`src/rtl/timer_capture_pkg.sv`:
```
// Shared definitions for the input-capture timer: edge-select encodings,
// default counter width and the edge-select decode.
package timer_capture_pkg;

    localparam logic [1:0] EDGE_NONE = 2'b00;
    localparam logic [1:0] EDGE_RISE = 2'b01;
    localparam logic [1:0] EDGE_FALL = 2'b10;
    localparam logic [1:0] EDGE_BOTH = 2'b11;

    localparam int CNT_W_DEF = 16;

    function automatic logic edge_hit(input logic [1:0] sel, input logic rise, input logic fall);
        logic hit;
        hit = 1'b0;
        case (sel)
            EDGE_RISE: hit = rise;
            EDGE_FALL: hit = fall;
            EDGE_BOTH: hit = rise | fall;
            default:   hit = 1'b0;
        endcase
        return hit;
    endfunction

endpackage

```
`src/rtl/timer_capture_fifo.sv`:
```
// Show-ahead circular capture buffer; pointers carry one extra wrap bit so
// full and empty are distinguishable without a separate counter.
module capture_fifo #(
    parameter int WIDTH = 16,
    parameter int DEPTH = 4
) (
    input  logic                     clk,
    input  logic                     clr_b,
    input  logic                     push,
    input  logic [WIDTH-1:0]         push_data,
    input  logic                     pop,
    output logic [WIDTH-1:0]         head,
    output logic                     valid,
    output logic                     full,
    output logic [$clog2(DEPTH):0]   level
);
    localparam int AW = $clog2(DEPTH);

    logic [WIDTH-1:0] mem_q [DEPTH];
    logic [AW:0]      wr_q, wr_d, rd_q, rd_d;
    logic             do_push, do_pop;

    assign valid = (wr_q != rd_q);
    assign full  = (wr_q[AW] != rd_q[AW]) && (wr_q[AW-1:0] == rd_q[AW-1:0]);
    assign level = wr_q - rd_q;
    assign head  = valid ? mem_q[rd_q[AW-1:0]] : '0;

    // A pop frees the head slot, so a push into a full buffer succeeds in the same cycle.
    assign do_pop  = pop & valid;
    assign do_push = push & (~full | do_pop);

    always_comb begin
        wr_d = wr_q + {{AW{1'b0}}, do_push};
        rd_d = rd_q + {{AW{1'b0}}, do_pop};
    end

    always_ff @(posedge clk or negedge clr_b) begin
        if (!clr_b) begin
            wr_q <= '0;
            rd_q <= '0;
        end else begin
            wr_q <= wr_d;
            rd_q <= rd_d;
        end
    end

    always_ff @(posedge clk) begin
        if (do_push) begin
            mem_q[wr_q[AW-1:0]] <= push_data;
        end
    end

endmodule

```
`src/rtl/timer_capture.sv`:
```
// Input-capture timer: free-running counter time-stamped on selected edges of an
// asynchronous event pin, with stamps queued for a valid/ready consumer.
module timer_capture
    import timer_capture_pkg::*;
#(
    parameter int CNT_W       = CNT_W_DEF,
    parameter int DEPTH       = 4,
    parameter int SYNC_STAGES = 2
) (
    input  logic                     clk,
    input  logic                     clr_b,
    input  logic                     en,
    input  logic [1:0]               edge_sel,
    input  logic                     evt_in,
    output logic [CNT_W-1:0]         cnt,
    output logic [CNT_W-1:0]         cap_data,
    output logic                     cap_valid,
    input  logic                     cap_ready,
    output logic [$clog2(DEPTH):0]   fifo_lvl,
    output logic                     ovf_flag,
    output logic                     lost_flag,
    input  logic                     flag_clr
);
    logic [CNT_W-1:0]       cnt_q, cnt_d;
    logic [SYNC_STAGES-1:0] sync_q, sync_d;
    logic                   prev_q, prev_d;
    logic                   ovf_q, ovf_d;
    logic                   lost_q, lost_d;
    logic                   evt_s, rise, fall, hit, wrap, fifo_full, lost_set;

    genvar gi;
    generate
        for (gi = 0; gi < SYNC_STAGES; gi++) begin : g_sync
            if (gi == 0) begin : g_first
                assign sync_d[gi] = evt_in;
            end else begin : g_next
                assign sync_d[gi] = sync_q[gi-1];
            end
        end
    endgenerate

    assign evt_s = sync_q[SYNC_STAGES-1];
    assign rise  = evt_s & ~prev_q;
    assign fall  = ~evt_s & prev_q;
    // History keeps tracking while disabled so re-enabling never reports a stale edge.
    assign hit   = en & edge_hit(edge_sel, rise, fall);
    assign wrap  = en & (&cnt_q);

    assign lost_set = hit & fifo_full & ~(cap_valid & cap_ready);

    always_comb begin
        prev_d = evt_s;
        cnt_d  = en ? cnt_q + CNT_W'(1) : cnt_q;
        ovf_d  = wrap | (ovf_q & ~flag_clr);
        lost_d = lost_set | (lost_q & ~flag_clr);
    end

    always_ff @(posedge clk or negedge clr_b) begin
        if (!clr_b) begin
            cnt_q  <= '0;
            sync_q <= '0;
            prev_q <= 1'b0;
            ovf_q  <= 1'b0;
            lost_q <= 1'b0;
        end else begin
            cnt_q  <= cnt_d;
            sync_q <= sync_d;
            prev_q <= prev_d;
            ovf_q  <= ovf_d;
            lost_q <= lost_d;
        end
    end

    capture_fifo #(
        .WIDTH (CNT_W),
        .DEPTH (DEPTH)
    ) u_fifo (
        .clk       (clk),
        .clr_b     (clr_b),
        .push      (hit),
        .push_data (cnt_q),
        .pop       (cap_ready),
        .head      (cap_data),
        .valid     (cap_valid),
        .full      (fifo_full),
        .level     (fifo_lvl)
    );

    assign cnt       = cnt_q;
    assign ovf_flag  = ovf_q;
    assign lost_flag = lost_q;

endmodule

```
`config.mk`:
```
export PLATFORM = sky130hd
export DESIGN_NAME = timer_capture
export DESIGN_NICKNAME = d
export VERILOG_FILES = /design/src/rtl/timer_capture_pkg.sv /design/src/rtl/timer_capture_fifo.sv /design/src/rtl/timer_capture.sv
export SDC_FILE = /design/constraint.sdc
export NUM_CORES = 1
export LEC_CHECK = 0
export ABC_AREA = 1
export BUFFER_PORTS_ARGS = -buffer_cell sky130_fd_sc_hd__buf_2
export CORE_MARGIN = 2
export CORE_UTILIZATION = 25
export DETAILED_ROUTE_END_ITERATION = 10
export SLEW_MARGIN = 15
export SYNTH_ARGS = -nofsm -noshare
export SYNTH_HDL_FRONTEND = slang
export SYNTH_SLANG_ARGS = --single-unit
```
`constraint.sdc`:
```
create_clock -name clk -period 3.8 [get_ports clk]
set_clock_uncertainty 0.1 [all_clocks]
set_input_delay 0.19 -clock clk [delete_from_list [all_inputs] [get_ports clk]]
set_output_delay 0.19 -clock clk [all_outputs]
set_load 0.02 [all_outputs]
```
== Word-level counts from Yosys, hierarchy flattened ==
Memories as Yosys holds them, arrays and structs flattened.
Index checks and enable logic that the tools add are counted.

* $add $sub $neg: 4
* Bitwise operators: 19
* Reduce and logical (&&, ||, !) cells: 2
* Muxes and demuxes: 4
* Equality and inequality tests: 6

{| class="wikitable"
|+ Operators with widths
! cell !! count
|-
| $add A16 B1 Y16 const B || 1
|-
| $mux W16 || 1
|-
| $reduce_and A16 Y1 || 1
|-
| $and A1 B1 Y1 || 10
|-
| $add A3 B1 Y3 || 2
|-
| $not A1 Y1 || 5
|-
| $eq A2 B2 Y1 const B || 2
|-
| $or A1 B1 Y1 || 4
|-
| $ne A3 B3 Y1 || 1
|-
| $pmux W1 S3 || 1
|-
| $sub A3 B3 Y3 || 1
|-
| $eq A2 B1 Y1 const B || 1
|-
| $eq A2 B2 Y1 || 1
|-
| $mux W1 || 2
|-
| $logic_and A1 B1 Y1 || 1
|-
| $ne A1 B1 Y1 || 1
|}

* Input bits: 8
* Output and inout bits: 38
* RAM bits: 64
* Word-level logic and storage cells: 43
* Bits in registers: 27
* Memories: 1

{| class="wikitable"
|+ Memory list
! name !! depth !! width !! read ports !! clocked after memory_dff !! write ports !! line !! text
|-
| u_fifo.mem_q || 4 || 16 || 1 || 0 || 1 || timer_capture_fifo.sv:19 || <nowiki>logic [WIDTH-1:0] mem_q [DEPTH];</nowiki>
|}

== Longest topological paths before layout ==
Gate-level depths: netlist (run 1).

* Word-level depth: 8
* Gate-level depth with buffers: 12
* Mapped depth without buffers: 10

== Cells and area by module ==
A second synthesis (run 1) with hierarchy kept.

* Cell total of the unflattened synthesis: 406
* Area, all modules: 4180.3 um2

{| class="wikitable"
|+ By module, submodules not included
! module !! cells an instance !! area an instance (um2) !! times used !! sequential area each (um2)
|-
| capture_fifo || 280 || 3109.2 || 1 || 2072.0
|-
| timer_capture || 126 || 1071.0 || 1 || 525.5
|}

== Least setup slack after synthesis (run 1) ==
Ideal clock, no wire load.

* Path kind: register to register
* Start point: register u_fifo.rd_q[1]
* End point: memory u_fifo.mem_q[0][0] (enable)
* Setup slack: 1.160 ns
* Stages on the path, launching flop included: 10
* Clock period less this slack: 2.640 ns
* Library setup time: 0.388 ns
* Path buffers: 2
* Data required time: 3.312 ns
* Data arrival time: 2.151 ns
* Cells stage by stage: dfrtp_1 -> buf_4 -> inv_2 -> buf_4 -> ha_1 -> nand2_1 -> inv_1 -> nand3_1 -> nand3_1 -> nor2_1

* Longest elaborated chain between the ends: 7
* Elaborated cells on any way between the ends: 9
* Classes of those cells: 2 x eq/ne; 2 x mux; 4 x bitwise; 1 x reduce/logical

{| class="wikitable"
|+ Ends and longest elaborated chain
! what !! line !! text
|-
| start: declaration || timer_capture_fifo.sv:20 || <nowiki>logic [AW:0] wr_q, wr_d, rd_q, rd_d;</nowiki>
|-
| start signal: assignment || timer_capture_fifo.sv:43 || <nowiki>rd_q <= rd_d;</nowiki>
|-
| $eq A2 B2 Y1 || timer_capture_fifo.sv:24 || <nowiki>assign full = (wr_q[AW] != rd_q[AW]) && (wr_q[AW-1:0] == rd_q[AW-1:0]);</nowiki>
|-
| $logic_and A1 B1 Y1 || timer_capture_fifo.sv:24 ||
|-
| $not A1 Y1 || timer_capture_fifo.sv:30 || <nowiki>assign do_push = push & (~full | do_pop);</nowiki>
|-
| $or A1 B1 Y1 * || timer_capture_fifo.sv:30 ||
|-
| $and A1 B1 Y1 * || timer_capture_fifo.sv:30 ||
|-
| $mux W1 * || timer_capture_fifo.sv:48 || <nowiki>if (do_push) begin</nowiki>
|-
| $mux W1 (not written as such) * || timer_capture_fifo.sv:49 || <nowiki>mem_q[wr_q[AW-1:0]] <= push_data;</nowiki>
|-
| end: declaration || timer_capture_fifo.sv:19 ||
|}

Every way passes the cells marked *; elsewhere a longest branch is shown, timed or not.

== Worst setup path after layout (run 1) ==
* Start point: register u_fifo.rd_q[1]
* End point: output cap_data[0]

* Longest elaborated chain between the ends: 2
* Elaborated cells on any way between the ends: 3
* Classes of those cells: 1 x eq/ne; 1 x mux; 1 x memory

{| class="wikitable"
|+ Ends and longest elaborated chain
! what !! line !! text
|-
| $mem_v2 Z4 W16 or $ne A3 B3 Y1 (tied branches) || -- ||
|-
| $mux W16 * || timer_capture_fifo.sv:26 || <nowiki>assign head = valid ? mem_q[rd_q[AW-1:0]] : '0;</nowiki>
|-
| end: declaration || timer_capture.sv:16 || <nowiki>output logic [CNT_W-1:0] cap_data,</nowiki>
|}

Marked as above.

==> reports/qor.csv, run 1 <==
stage,metric,value,unit
status,status,finished clean,
placed_design,gp_congestion,0.775,
clocking,cts-buffers-inserted,9,
yosys,synth.area.top_cells,"edfxtp_1 (49%), dfrtp_1 (17%), nor2_1 (7.9%)",
sta,fmax,0.343,GHz
power_and_ir_drop,p_per_area,787,nW/um2
sta,period_share,76.7,%
sta,worst_slack,884,ps
hold_path,hold_path_depth,3,
sta,period_minus_slack,2920,ps
global_routing,antenna_found_initial,0,
critical_path,crit_fanout,19,
sta,setup_viol,0,
final_layout,syn_to_final_growth,19.9,%
yosys,async_flop_share,29.7,%
critical_path,worst-setup-path-type,reg2out,
final_layout,area.sequential,2600,um2
placed_design,place.port_buffers,45,
yosys,synthCells,365,
die,start_util,25.8,%
critical_path,endpoint,cap_data[0],
die,fp.dieW,130,um
yosys,yosys_warnings,0,
final_layout,diodes,0,
sta,rsz0062_at_grt,false,
yosys,synth_top_family_by_area,simple AND/OR/NAND/NOR gates,
critical_path,required,3510,ps
run,max-cap-violations,0,
yosys,synth_mux_area_share,0,%
yosys,synth_xor_area_share,2.22,%
clocking,max-clock-path-buffers,2,
yosys,yosys-top-cells-count,"nor2_1 (83), edfxtp_1 (64), nand2_1 (46)",
sta,slew_violations,0,
final_layout,fin_cells,633,
critical_path,startpoint,u_fifo.rd_q[1]$_DFF_PN0_,
sta,relSlewSlack,46.0,%
critical_path,end_kind,output pin,
route,drtIter0Drc,253,
route,vias_per_cell,4.21,
clocking,clk_pin_slew,70,ps
power_and_ir_drop,p_leak,1.95,nW
critical_path,rrSetupSlack,1010,ps
sta,tns,0,ps
die,io_pins,46,
final_layout,nNetsFinal,435,
yosys,synth.top_cell.area_share,48.6,%
yosys,syn_area_per_cell,10.8,um2
route,drc,0,
clocking,insertion_delay,340,ps
global_routing,grt_overflow_total,0,
die,rows,45,
sta,worstMarginPinSlew,809,ps
route,drt-total-wl,8.91,mm
power_and_ir_drop,p_total,3.73,mW
route,drt_pass1_iterations,4,
final_layout,multi_input_area,1150,um2
yosys,ys_seq_elements,91,
route,num_vias,2665,
die,dieArea,16800,um2
route,wl_per_cell,14.1,um
placed_design,dp_slack,973,ps
yosys,synth_seq_area_share,65.7,%
sta,finalHoldViolCount,0,
clocking,h-tree-depth,3,
global_routing,grt_usage,11.0,%
critical_path,r2r-start,u_fifo.rd_q[1]$_DFF_PN0_,
die,coreArea,15300,um2
clocking,cts_tree,yes,
yosys,synth-compound-area-share,6.71,%
critical_path,r2r_cells,8,
global_routing,grt_pass1_wl,14.0,mm
placed_design,dp.cells,614,
route,ant_nets,0,
placed_design,dp_hpwl,6.32,mm
yosys,post-synth-top-area-cell,edfxtp_1,
power_and_ir_drop,ir_drop,0.000212,V
critical_path,critPathArrivalTime,2630,ps
yosys,syn-cell-area,3950,um2
clocking,cts.sinks,91,
yosys,synth_ff_type,edfxtp_1,
die,die_h,130,um
yosys,synthDistinctLibCells,27,
yosys,synth_simple_gate_area_share,16.8,%
critical_path,critPathLaunchType,register,
final_layout,fillers,1586,
yosys,synth_edf_count,64,
final_layout,drive_gt1_share,16.8,%
hold_path,hold_class,in2reg,
global_routing,grt_start_max_net_pins,33,
yosys,synth_fp_nets,383,
yosys,synthAdderAreaFrac,3.35,%
critical_path,r2r_end,u_fifo.rd_q[2]$_DFF_PN0_,
clocking,cts_root_buffer,clkbuf_16,
global_routing,first_global_vias,2604,
yosys,yosysMostFrequentCell,nor2_1,
## state kept, by name, summed over array words and instances (netlist names)
name,cells
cnt,16
lost_flag,1
prev_q,1
sync_q,2
ovf_flag,1
u_fifo.mem_q,64
u_fifo.rd_q,3
u_fifo.wr_q,3
## through the flow
stage | hold WS, ps | cell area (um2) | util, %
4_1_cts | 69.8 | 4740 | 30.9
3_5_place_dp | 152 | 4400 | 28.7
3_3_place_gp | 146 | 4400 | 28.7
2_1_floorplan | -206 | 3950 | -
5_1_grt | 82.3 | 4740 | 30.9
6_report | 80.2 | 4740 | 30.9
## critical path: stages (launching register included)
cell	delay, ps
dfrtp_1	800
inv_2	300
ha_1	360
nand2_1	90
nor2_4	400
a21oi_1	130
buf_2	190
## layer usage
metal	vias up	global-route usage (%)	routed length, um	part of all wire (%)
li1	1322	-	-	-
met1	1265	14.6	3970	45
met2	67	17.5	4200	47
met3	11	2.79	604	6.8
met4	0	4.05	130	1.5
met5	-	0	0	0
## layout make-up
cell class                      instances  area share, %
Timing Repair Buffer                   53           6.18
Inverter                               33           2.61
Multi-Input combinational cell        229           24.3
Sequential cell                        91           54.8
Clock inverter                          5           1.64
Tap cell                              211           5.57
Clock buffer                           11           4.91
## power by group
group,switching [mW],internal (mW),leakage (nW),total (mW)
Combinational,0.941,0.440,0.882,1.38
Sequential,0.197,1.22,0.915,1.42
Clock,0.356,0.574,0.151,0.930
Total,1.49,2.24,1.95,3.73
## cell families after synthesis
group,Yosys count
compound gates,52
xor+xnor,10
fa+ha+maj,10
buf+inv,45
flops,91
simple gates,157
## placed cells by master, fill, tap and decap left out
| cell type | count |
|---|---|
| nor2_1 | 83 |
| edfxtp_1 | 64 |
| nand2_1 | 46 |
| buf_2 | 45 |
| inv_1 | 32 |
| o21ai_0 | 30 |
| dfrtp_1 | 27 |
| a21oi_1 | 17 |
| nand3_1 | 12 |
| ha_1 | 9 |
| clkbuf_16 | 9 |
| xor2_1 | 8 |
| buf_4 | 5 |
| nand4_1 | 4 |
| nor2_4 | 3 |
| nand3b_1 | 3 |
| dlygate4sd3_1 | 3 |
| o21ai_1 | 2 |
| o22ai_1 | 2 |
| nand2_2 | 2 |
| nor3_1 | 2 |
| xnor2_1 | 2 |
| clkbuf_1 | 2 |
| bufinv_16 | 2 |
| inv_2 | 1 |
| nand2_4 | 1 |
| nor2_2 | 1 |
| o21bai_1 | 1 |
| fa_1 | 1 |
| clkinv_4 | 1 |
| clkinv_2 | 1 |
| clkinv_1 | 1 |
## timing repair
| action | 4_1_cts | 5_1_grt |
|---|---|---|
| hold buffers | 3 | 0 |
| hold endpoints to repair | 30 | 0 |
| resized for setup | 0 | 0 |
| buffers inserted | 0 | 0 |
| endpoints found under the setup margin | 0 | 0 |
## how the worst min path moves through the flow
stage                from             endpoint  slack (ps)
CTS                    en   cnt[1]$_DFFE_PN0P_          70
detailed placement  clr_b     prev_q$_DFF_PN0_         150
global route           en   cnt[1]$_DFFE_PN0P_          80
finish                 en   cnt[1]$_DFFE_PN0P_          80
global placement    clr_b  sync_q[1]$_DFF_PN0_         150
floorplan           clr_b   cnt[0]$_DFFE_PN0P_        -210
Note: power is estimated with default switching activity, not from simulation.
==> inputs of run 2 (changes only) <==
==> constraint.sdc (replaced) <==
create_clock -name clk -period 3 [get_ports clk]
set_clock_uncertainty 0.1 [all_clocks]
set_input_delay 0.15 -clock clk [delete_from_list [all_inputs] [get_ports clk]]
set_output_delay 0.15 -clock clk [all_outputs]
set_load 0.02 [all_outputs]
==> run 2 against run 1 <==
Register-to-register slack worse by 210 ps. Power is 22% higher. Via count is 0.71% lower. First-iteration DRC count is 21% lower. Non-clock buffer count is 1 higher. Design area is 0.77% lower. Clock power is 9% higher. Worst setup slack worse by 150 ps. Clock-buffer cell count is 2 higher. Sequential power is 20% higher. Critical path depth is 2 lower. Critical path type unchanged. Largest cell class unchanged.
==> reports/qor.csv, run 2 (synthesis results as in run 1) <==
stage,metric,value,unit,change
run,max-cap-violations,0,,unchanged
status,status,finished clean,,unchanged
sta,tns,0,ps,unchanged
clocking,postCtsHoldBufs,3,,unchanged
final_layout,area.sequential,2600,um2,unchanged
final_layout,largest_reg_flops,64,,unchanged
sta,finalHoldViolCount,0,,unchanged
global_routing,grt_pass1_wl,12.8,mm,was 14.0 mm
final_layout,multi_input_area,1150,um2,unchanged
critical_path,critPathLaunchType,register,,unchanged
route,drtIter0Drc,201,,was 253
die,io_pins,46,,unchanged
sta,whs,62.2,ps,was 80.2 ps
critical_path,r2r-start,u_fifo.rd_q[1]$_DFF_PN0_,,unchanged
global_routing,grt_start_max_net_pins,34,,was 33
sta,setup_viol,0,,unchanged
route,vias_per_cell,4.17,,was 4.21
clocking,cts_resized,0,,unchanged
hold_path,hold_path_depth,3,,unchanged
power_and_ir_drop,p_per_area,964,nW/um2,was 787 nW/um2
critical_path,required,2750,ps,was 3510 ps
sta,rsz0062_at_grt,false,,unchanged
final_layout,diodes,0,,unchanged
power_and_ir_drop,p_leak,1.94,nW,was 1.95 nW
die,rows,45,,unchanged
final_layout,final_common_cell,nor2_1,,unchanged
power_and_ir_drop,p_comb_share,40.1,%,was 37.0%
route,wl_per_cell,13.1,um,was 14.1 um
clocking,cts_root_buffer,clkbuf_16,,unchanged
final_layout,syn_to_final_growth,19.0,%,was 19.9%
global_routing,grt_overflow_total,0,,unchanged
die,start_util,25.8,%,unchanged
critical_path,r2r_end,u_fifo.mem_q[3][5]$_DFFE_PP_,,was u_fifo.rd_q[2]$_DFF_PN0_
route,drt-total-wl,8.29,mm,was 8.91 mm
hold_path,hold_class,in2reg,,unchanged
final_layout,nNetsFinal,436,,was 435
die,coreArea,15300,um2,unchanged
clocking,max-clock-path-buffers,2,,unchanged
clocking,postCtsSetupBuffers,0,,unchanged
sta,period_share,75.4,%,
critical_path,crit_buf_inv,2,,unchanged
critical_path,slowest_delay,600,ps,was 800 ps
critical_path,slowest_stage,inv_1,,was dfrtp_1
power_and_ir_drop,p_total,4.53,mW,was 3.73 mW
power_and_ir_drop,power_frac_clock,22.2,%,was 24.9%
die,die_h,130,um,unchanged
clocking,cts-buffers-inserted,9,,unchanged
clocking,h-tree-depth,3,,unchanged
power_and_ir_drop,swShare,40.5,%,was 40.1%
sta,period_minus_slack,2260,ps,
route,drc,0,,unchanged
clocking,cts_tree,yes,,unchanged
clocking,clk_pin_slew,60,ps,was 70 ps
critical_path,rrSetupSlack,800,ps,was 1010 ps
power_and_ir_drop,ir_drop,0.000348,V,was 0.000212 V
critical_path,r2r_cells,8,,unchanged
critical_path,cp_top_family,buffers and inverters,,was flip-flops
hold_path,hold_start,en,,unchanged
route,num_vias,2646,,"was 2,665"
final_layout,final_cell_mix,"nor2_1 (83), edfxtp_1 (64), nand2_1 (46), buf_2 (45), inv_1 (32)",,unchanged
final_layout,drive_gt1_share,17.0,%,was 16.8%
global_routing,grt_usage,10.0,%,was 11.0%
critical_path,crit_fanout,32,,was 19
placed_design,gp_congestion,0.802,,was 0.775
sta,worstMarginPinSlew,815,ps,was 809 ps
critical_path,critPathArrivalTime,2010,ps,was 2630 ps
critical_path,path_cells,"inv_1, o21ai_0, a21oi_1, buf_2",,"was inv_2, ha_1, nand2_1, nor2_4, a21oi_1, buf_2"
route,drt_pass1_iterations,5,,was 4
die,fp.dieW,130,um,unchanged
die,dieArea,16800,um2,unchanged
sta,relSlewSlack,45.6,%,was 46.0%
clocking,insertion_delay,330,ps,was 340 ps
placed_design,dp_hpwl,5.81,mm,was 6.32 mm
global_routing,antenna_found_initial,0,,unchanged
hold_path,whs_endpoint,cnt[1]$_DFFE_PN0P_,,unchanged
sta,slew_violations,0,,unchanged
sta,fmax,0.442,GHz,
critical_path,end_kind,output pin,,unchanged
clocking,cts.sinks,91,,unchanged
critical_path,worst-setup-path-type,reg2out,,unchanged
power_and_ir_drop,internal-power,2.70,mW,was 2.24 mW
route,ant_nets,0,,unchanged
placed_design,place.port_buffers,45,,unchanged
global_routing,first_global_vias,2467,,"was 2,604"
power_and_ir_drop,p_sw,1.83,mW,was 1.49 mW
final_layout,fillers,1580,,"was 1,586"
final_layout,utilization,30.7,%,was 30.9%
critical_path,worstSetupPathDepth,4,,was 6
power_and_ir_drop,power_frac_seq,37.6,%,was 38.0%
## run 2: cell type report
| cell class | count | share of cell area, % |
|---|---|---|
| Multi-Input combinational cell | 229 | 24.5 |
| Clock buffer | 13 | 5.32 |
| Sequential cell | 91 | 55.2 |
| Tap cell | 211 | 5.61 |
| Timing Repair Buffer | 54 | 6.38 |
| Inverter | 33 | 2.63 |
| Clock inverter | 3 | 0.346 |
## run 2: power by group through the flow
| stage | logic (mW) | registers, mW | clock network (mW) |
|---|---|---|---|
| floorplan | 1.26 | 1.73 | 0 |
| global placement | 1.82 | 1.73 | 0 |
| detailed placement | 1.84 | 1.73 | 0 |
| CTS | 1.85 | 1.71 | 1.03 |
| global route | 2.00 | 1.73 | 1.09 |
| finish | 1.82 | 1.71 | 1.01 |
## run 2: worst register-to-register path: stages (launching register included)
cell and delay, ps:
dfrtp_1 380, inv_2 260, ha_1 300, nand2_1 130, inv_1 50, nand3_1 100, nand3_1 160, nor2_1 130
buf_4 260
## run 2: per-layer routing
layer / share of wire [%] / track usage (%) / vias to the layer above
met4: 1.4 / 4.36 / 0
met2: 49 / 16.5 / 62
li1: - / - / 1328
met3: 6.2 / 2.21 / 9
met5: 0 / 0 / -
met1: 44 / 12.6 / 1247
## run 2: per-stage QoR
stage / instance area [um2] / worst slack, ps / instances
finish: 4700 / 737 / 634
global route: 4700 / 573 / 634
CTS: 4700 / 692 / 634
detailed placement: 4410 / 758 / 615
global placement: 4410 / 844 / 615
floorplan: 3950 / 360 / 365
## run 2: worst max-delay path by stage
stage / start / to
after detailed placement: u_fifo.rd_q[1]$_DFF_PN0_ / u_fifo.rd_q[2]$_DFF_PN0_
after global routing: u_fifo.rd_q[0]$_DFF_PN0_ / cap_data[13]
final: u_fifo.rd_q[0]$_DFF_PN0_ / cap_data[0]
after CTS: u_fifo.rd_q[1]$_DFF_PN0_ / cap_data[0]
after floorplan: u_fifo.rd_q[1]$_DFF_PN0_ / u_fifo.mem_q[0][0]$_DFFE_PP_
after global placement: u_fifo.rd_q[1]$_DFF_PN0_ / u_fifo.mem_q[3][8]$_DFFE_PP_
